==> src/rtl/spi_target.sv <==
// SPI mode-0 target bridging an external host to a CSR core byte interface.
// Pins are resynchronised into clk; all protocol state lives in the clk domain.
module spi_target #(
    parameter int unsigned DATA_WIDTH = 8
) (
    input  logic                  clk,
    input  logic                  rst,
    input  logic                  sclk,
    input  logic                  cs_n,
    input  logic                  mosi,
    output logic                  miso,
    output logic                  miso_oe,
    output logic [DATA_WIDTH-1:0] data_in,
    output logic                  data_rdy,
    input  logic [DATA_WIDTH-1:0] data_out,
    input  logic                  data_latch,
    output logic                  busy,
    output logic                  tx_underrun
);

    localparam int unsigned CNT_W = (DATA_WIDTH > 2) ? $clog2(DATA_WIDTH) : 1;
    localparam logic [CNT_W-1:0] LAST_BIT = CNT_W'(DATA_WIDTH - 1);
    localparam logic [CNT_W-1:0] CNT_ZERO = '0;
    localparam logic [CNT_W-1:0] CNT_ONE  = CNT_W'(1);
    localparam logic [1:0] FILL_DONE = 2'd3;

    localparam logic [0:0] S_IDLE   = 1'b0;
    localparam logic [0:0] S_ACTIVE = 1'b1;

    // synchronizer and edge-detect stages
    logic r_sclk_s1, r_sclk_s2, r_sclk_s3;
    logic r_cs_s1, r_cs_s2, r_cs_s3;
    logic r_mosi_s1, r_mosi_s2;
    logic [1:0] r_fill;

    // protocol state
    logic [0:0]            r_state;
    logic [CNT_W-1:0]      r_bit_cnt;
    logic [DATA_WIDTH-2:0] r_rx_shift;
    logic [DATA_WIDTH-1:0] r_tx_shift;
    logic [DATA_WIDTH-1:0] r_tx_buf;
    logic                  r_tx_pend;
    logic                  r_ur_arm;

    // registered outputs
    logic [DATA_WIDTH-1:0] r_data_in;
    logic                  r_data_rdy;
    logic                  r_tx_underrun;
    logic                  r_busy;
    logic                  r_miso_oe;
    logic                  r_miso;

    // next-state values
    logic [0:0]            w_state_nx;
    logic [CNT_W-1:0]      w_bit_cnt_nx;
    logic [DATA_WIDTH-2:0] w_rx_shift_nx;
    logic [DATA_WIDTH-1:0] w_tx_shift_nx;
    logic [DATA_WIDTH-1:0] w_tx_buf_nx;
    logic                  w_tx_pend_nx;
    logic                  w_ur_arm_nx;
    logic [DATA_WIDTH-1:0] w_data_in_nx;
    logic                  w_data_rdy_nx;
    logic                  w_tx_underrun_nx;
    logic                  w_busy_nx;
    logic                  w_miso_nx;
    logic                  w_load;

    logic                  w_sclk_rise;
    logic                  w_sclk_fall;
    logic                  w_cs_fall;
    logic                  w_cs_rise;
    logic [DATA_WIDTH-1:0] w_rx_full;

    // r_fill guards cs_n edge detection until every stage holds a real pin sample,
    // so a cs_n already low at reset release is not mistaken for a falling edge
    always_ff @(posedge clk or negedge rst) begin
        if (!rst) begin
            r_sclk_s1 <= 1'b0;
            r_sclk_s2 <= 1'b0;
            r_sclk_s3 <= 1'b0;
            r_cs_s1   <= 1'b1;
            r_cs_s2   <= 1'b1;
            r_cs_s3   <= 1'b1;
            r_mosi_s1 <= 1'b0;
            r_mosi_s2 <= 1'b0;
            r_fill    <= 2'd0;
        end else begin
            r_sclk_s1 <= sclk;
            r_sclk_s2 <= r_sclk_s1;
            r_sclk_s3 <= r_sclk_s2;
            r_cs_s1   <= cs_n;
            r_cs_s2   <= r_cs_s1;
            r_cs_s3   <= r_cs_s2;
            r_mosi_s1 <= mosi;
            r_mosi_s2 <= r_mosi_s1;
            if (r_fill != FILL_DONE) begin
                r_fill <= r_fill + 2'd1;
            end
        end
    end

    assign w_sclk_rise = r_sclk_s2 & ~r_sclk_s3;
    assign w_sclk_fall = ~r_sclk_s2 & r_sclk_s3;
    assign w_cs_fall   = (r_fill == FILL_DONE) & r_cs_s3 & ~r_cs_s2;
    assign w_cs_rise   = r_cs_s2 & ~r_cs_s3;
    assign w_rx_full   = {r_rx_shift, r_mosi_s2};

    // Underrun is flagged when an empty byte starts shifting (its first rise),
    // so the reload after a frame's final byte stays silent.
    always_comb begin
        w_state_nx       = r_state;
        w_bit_cnt_nx     = r_bit_cnt;
        w_rx_shift_nx    = r_rx_shift;
        w_tx_shift_nx    = r_tx_shift;
        w_tx_buf_nx      = r_tx_buf;
        w_tx_pend_nx     = r_tx_pend;
        w_ur_arm_nx      = r_ur_arm;
        w_data_in_nx     = r_data_in;
        w_data_rdy_nx    = 1'b0;
        w_tx_underrun_nx = 1'b0;
        w_load           = 1'b0;

        case (r_state)
            S_IDLE: begin
                if (w_cs_fall) begin
                    w_state_nx    = S_ACTIVE;
                    w_bit_cnt_nx  = CNT_ZERO;
                    w_rx_shift_nx = '0;
                    w_load        = 1'b1;
                end
            end
            S_ACTIVE: begin
                if (w_cs_rise) begin
                    w_state_nx    = S_IDLE;
                    w_bit_cnt_nx  = CNT_ZERO;
                    w_rx_shift_nx = '0;
                    w_tx_shift_nx = '0;
                    w_ur_arm_nx   = 1'b0;
                end else if (w_sclk_rise) begin
                    w_rx_shift_nx = w_rx_full[DATA_WIDTH-2:0];
                    if (r_ur_arm && (r_bit_cnt == CNT_ZERO)) begin
                        w_tx_underrun_nx = 1'b1;
                        w_ur_arm_nx      = 1'b0;
                    end
                    if (r_bit_cnt == LAST_BIT) begin
                        w_data_in_nx  = w_rx_full;
                        w_data_rdy_nx = 1'b1;
                        w_bit_cnt_nx  = CNT_ZERO;
                        w_load        = 1'b1;
                    end else begin
                        w_bit_cnt_nx = r_bit_cnt + CNT_ONE;
                    end
                end else if (w_sclk_fall && (r_bit_cnt != CNT_ZERO)) begin
                    w_tx_shift_nx = {r_tx_shift[DATA_WIDTH-2:0], 1'b0};
                end
            end
            default: begin
                w_state_nx = S_IDLE;
            end
        endcase

        // the load sees the old buffer; a same-cycle strobe becomes pending afterwards
        if (w_load) begin
            if (r_tx_pend) begin
                w_tx_shift_nx = r_tx_buf;
                w_tx_pend_nx  = 1'b0;
            end else begin
                w_tx_shift_nx = '0;
                w_ur_arm_nx   = 1'b1;
            end
        end
        if (data_latch) begin
            w_tx_buf_nx  = data_out;
            w_tx_pend_nx = 1'b1;
        end

        w_busy_nx = (w_state_nx == S_ACTIVE);
        w_miso_nx = w_busy_nx & w_tx_shift_nx[DATA_WIDTH-1];
    end

    // protocol and output registers
    always_ff @(posedge clk or negedge rst) begin
        if (!rst) begin
            r_state       <= S_IDLE;
            r_bit_cnt     <= CNT_ZERO;
            r_rx_shift    <= '0;
            r_tx_shift    <= '0;
            r_tx_buf      <= '0;
            r_tx_pend     <= 1'b0;
            r_ur_arm      <= 1'b0;
            r_data_in     <= '0;
            r_data_rdy    <= 1'b0;
            r_tx_underrun <= 1'b0;
            r_busy        <= 1'b0;
            r_miso_oe     <= 1'b0;
            r_miso        <= 1'b0;
        end else begin
            r_state       <= w_state_nx;
            r_bit_cnt     <= w_bit_cnt_nx;
            r_rx_shift    <= w_rx_shift_nx;
            r_tx_shift    <= w_tx_shift_nx;
            r_tx_buf      <= w_tx_buf_nx;
            r_tx_pend     <= w_tx_pend_nx;
            r_ur_arm      <= w_ur_arm_nx;
            r_data_in     <= w_data_in_nx;
            r_data_rdy    <= w_data_rdy_nx;
            r_tx_underrun <= w_tx_underrun_nx;
            r_busy        <= w_busy_nx;
            r_miso_oe     <= w_busy_nx;
            r_miso        <= w_miso_nx;
        end
    end

    assign data_in     = r_data_in;
    assign data_rdy    = r_data_rdy;
    assign tx_underrun = r_tx_underrun;
    assign busy        = r_busy;
    assign miso_oe     = r_miso_oe;
    assign miso        = r_miso;

endmodule

==> config.mk <==
export PLATFORM = sky130hd
export DESIGN_NAME = spi_target
export DESIGN_NICKNAME = d
export VERILOG_FILES = /design/src/rtl/spi_target.sv
export SDC_FILE = /design/constraint.sdc
export NUM_CORES = 1
export LEC_CHECK = 0
export CAP_MARGIN = 20
export CORE_UTILIZATION = 59
export DETAILED_ROUTE_END_ITERATION = 6
export DONT_BUFFER_PORTS = 1
export PLACE_DENSITY = 0.76
export SYNTH_ARGS = -nofsm -noshare
export SYNTH_HDL_FRONTEND = slang
export SYNTH_SLANG_ARGS = --single-unit
==> constraint.sdc <==
create_clock -name clk -period 1.8 [get_ports clk]
set_input_delay 0.18 -clock clk [delete_from_list [all_inputs] [get_ports clk]]
set_output_delay 0.18 -clock clk [all_outputs]
set_load 0.005 [all_outputs]
==> results.ini <==
[placed_design]
hpwl_um=2560
gp_congestion=0.771
postPlaceCellArea_um2=2120
io_buffers=0

[synthesis]
syn_inst=185
synthArstFlopShare_pct=100
synth_compound_area_share_pct=11.4
synth-seq-cells=50
yosysWarningCount=0
synth.avg_cell_area_um2=11.3
synth_xor_area_share_pct=0.419
synth_top_family_by_area=simple AND/OR/NAND/NOR gates
synth_top_area_share_pct=56.3
synth_flop_cell=dfrtp_1
seq_area_frac_synth_pct=60.1
yosysUniqueCellTypes=38
synth_fp_nets=203
synthAdderAreaFrac_pct=2.40
muxShareOfSynthArea_pct=4.85
ys_top_cells_by_area=dfrtp_1 56%, nand2_1 7.0%, mux2_2 4.9%
synth_edf_count=0
syn-cell-area_um2=2090
yosys.area.top_type=dfrtp_1
synthSimpleGateAreaFrac_pct=16.0

[job]
cap_violations=0

[global_routing]
antenna_found_initial=0
grt_pass1_wl_um=6520
grt_usage_pct=24.7
grt_max_degree=51
first_global_vias=1409
grt_overflow=0

[sta]
relSlewSlack_pct=69.9
finalHoldViolCount=0
rsz0062_at_grt=true
finalClockSkew_ps=18.1
tightest_slew_ps=449
finalCritPeriodShare_pct=96.7
fmax_ghz=0.574
setup_viol=0
whs_ps=294
final_max_slew_viol_count=0
layout_min_cycle_time_ps=1740

[drt]
vias=1435
drtAntennaViolNets=0
first_pass_iters=4
vias_per_cell=5.72
wl_per_cell_um=15.5
finalWirelength_um=3900
drt_iter0_drc=81
drcViolationCount=0

[cells_and_area]
diodes=0
multiInputGateArea_um2=747
drive_gt1_share_pct=19.0
fill_cells=273
nets=222
seq_area_um2=1250
fin_area_um2=2390
areaGrowthSynthToFinish_pct=14.3

[setup_path]
worst-path-max-fanout=7
critPathLaunchType=flop
end_kind=flop
crit_type=reg2reg
crit_required_ps=2080
crit_arrival_ps=2020

[floorplanning]
rows=21
die_h_um=61.5
dieArea_um2=3780
ios=27
start_util_pct=62.1
fp.dieW_um=61.5
core-area_um2=3360

[clock_tree]
cts_sinks=50
root_buffer=clkbuf_4
cts_inserted_buffers=5
clockBufferDepth=2
cts_tree=done
cts-htree-levels=2
clkTransAtPathRegs_ps=140
clkLatencyLatePin_ps=370

[power]
ir_worst_vdd_uv=577
total_power_mw=2.17
powerDensity_nw_per_um2=909
p_leak_nw=1.10

[min_path]
min_path_type=in2async

[status]
status=finished clean

## power by group
group / internal (mW) / switching, mW / total [mW]
sequential: 1.24 / 0.0834 / 1.32
combinational: 0.142 / 0.189 / 0.331
clock: 0.190 / 0.328 / 0.518
## final cells by class
| cell class | instances | area share (%) |
|---|---|---|
| Multi-Input combinational cell | 116 | 31.3 |
| Sequential cell | 50 | 52.6 |
| Timing Repair Buffer | 24 | 9.91 |
| Tap cell | 46 | 2.41 |
| Clock inverter | 1 | 0.210 |
| Inverter | 7 | 1.26 |
| Clock buffer | 7 | 2.31 |
## per-stage QoR
step                      setup TNS (ps)  setup WS (ps)  utilization (%)  std cells
after floorplan                        0            194                -        185
after global placement                 0            145             63.1        226
after detailed placement               0           36.6             63.1        226
after CTS                              0           9.37             69.6        248
after global routing                -327          -60.6             70.9        251
final                                  0           59.3             70.9        251
## critical path, cell delays in order, from the launching register on
cell      delay [ps]
dfrtp_1          400
ha_1             160
ha_1             160
nand3b_1         160
o31ai_4          410
a21oi_1          130
a221oi_2         240
## cell families (layout without fill, tap and decap cells)
| group | after synthesis | in the layout |
|---|---|---|
| multiplexers | 9 | 9 |
| buffers and inverters | 19 | 39 |
| adder cells (fa/ha/maj) | 4 | 4 |
| flip-flops | 50 | 50 |
| AO/OA/AOI/OAI | 33 | 33 |
| AND/OR/NAND/NOR | 69 | 69 |
| XOR/XNOR | 1 | 1 |
## what timing repair did
item	CTS	global route
buffers inserted	0	3
endpoints found under the setup margin	0	15
endpoints found under the hold margin	62	0
hold buffers	14	0
resized for setup	0	10
## registers in the layout (all words and copies together) (netlist names), 2 cells and up
name and cells:
data_in 8, r_bit_cnt 3, r_fill 2, r_rx_shift 7
r_tx_buf 8, r_tx_shift 8
## cell usage after synthesis (all sizes together), types with 2 or more instances
cell type and count:
a21oi 6, ha 4, o31ai 2, a32oi 6, nand4 9, nand2 39, nor2 3, nand3 7
dfrtp 47, dfstp 3, mux2 9, clkbuf 5, nand3b 2, buf 7, o21ai 13, inv 6
nor2b 2
## cells in the final DEF, fill, tap and decap left out, types with 2 or more instances in the layout
master / Yosys / final
dfrtp_1: 47 / 47
nand2_1: 39 / 39
dlygate4sd3_1: 0 / 13
nand4_1: 9 / 9
mux2_2: 9 / 9
buf_4: 1 / 9
o21ai_0: 12 / 7
nand3_1: 7 / 7
a32oi_1: 6 / 6
inv_1: 5 / 5
o21ai_1: 0 / 5
clkbuf_4: 0 / 5
a21oi_1: 5 / 4
ha_1: 4 / 4
nor2_1: 3 / 3
dfstp_2: 3 / 3
nor2b_1: 2 / 2
nand3b_1: 2 / 2
## final timing paths
check / start / to / slack, ps / cells past startpoint
worst min register to register: r_mosi_s1 / r_mosi_s2 / 360 / 0
min in group clk: cs_n / r_cs_s1 / 350 / 1
worst min-delay path: rst / data_rdy / 290 / 2
worst max-delay path: r_bit_cnt[0] / miso / 60 / 6
worst max register to register: r_bit_cnt[0] / miso / 60 / 6
max in group asynchronous: rst / r_cs_s2 / 1210 / 2
## routing by layer
layer  global-route usage (%)  vias to the layer above  wire length [um]
li1                         -                      682                 -
met4                     10.8                        0                81
met1                     31.9                      709              1760
met3                     7.56                        8               197
met2                     38.4                       36              1850
met5                        0                        -                 0
Power figures use the tool's default switching activity.
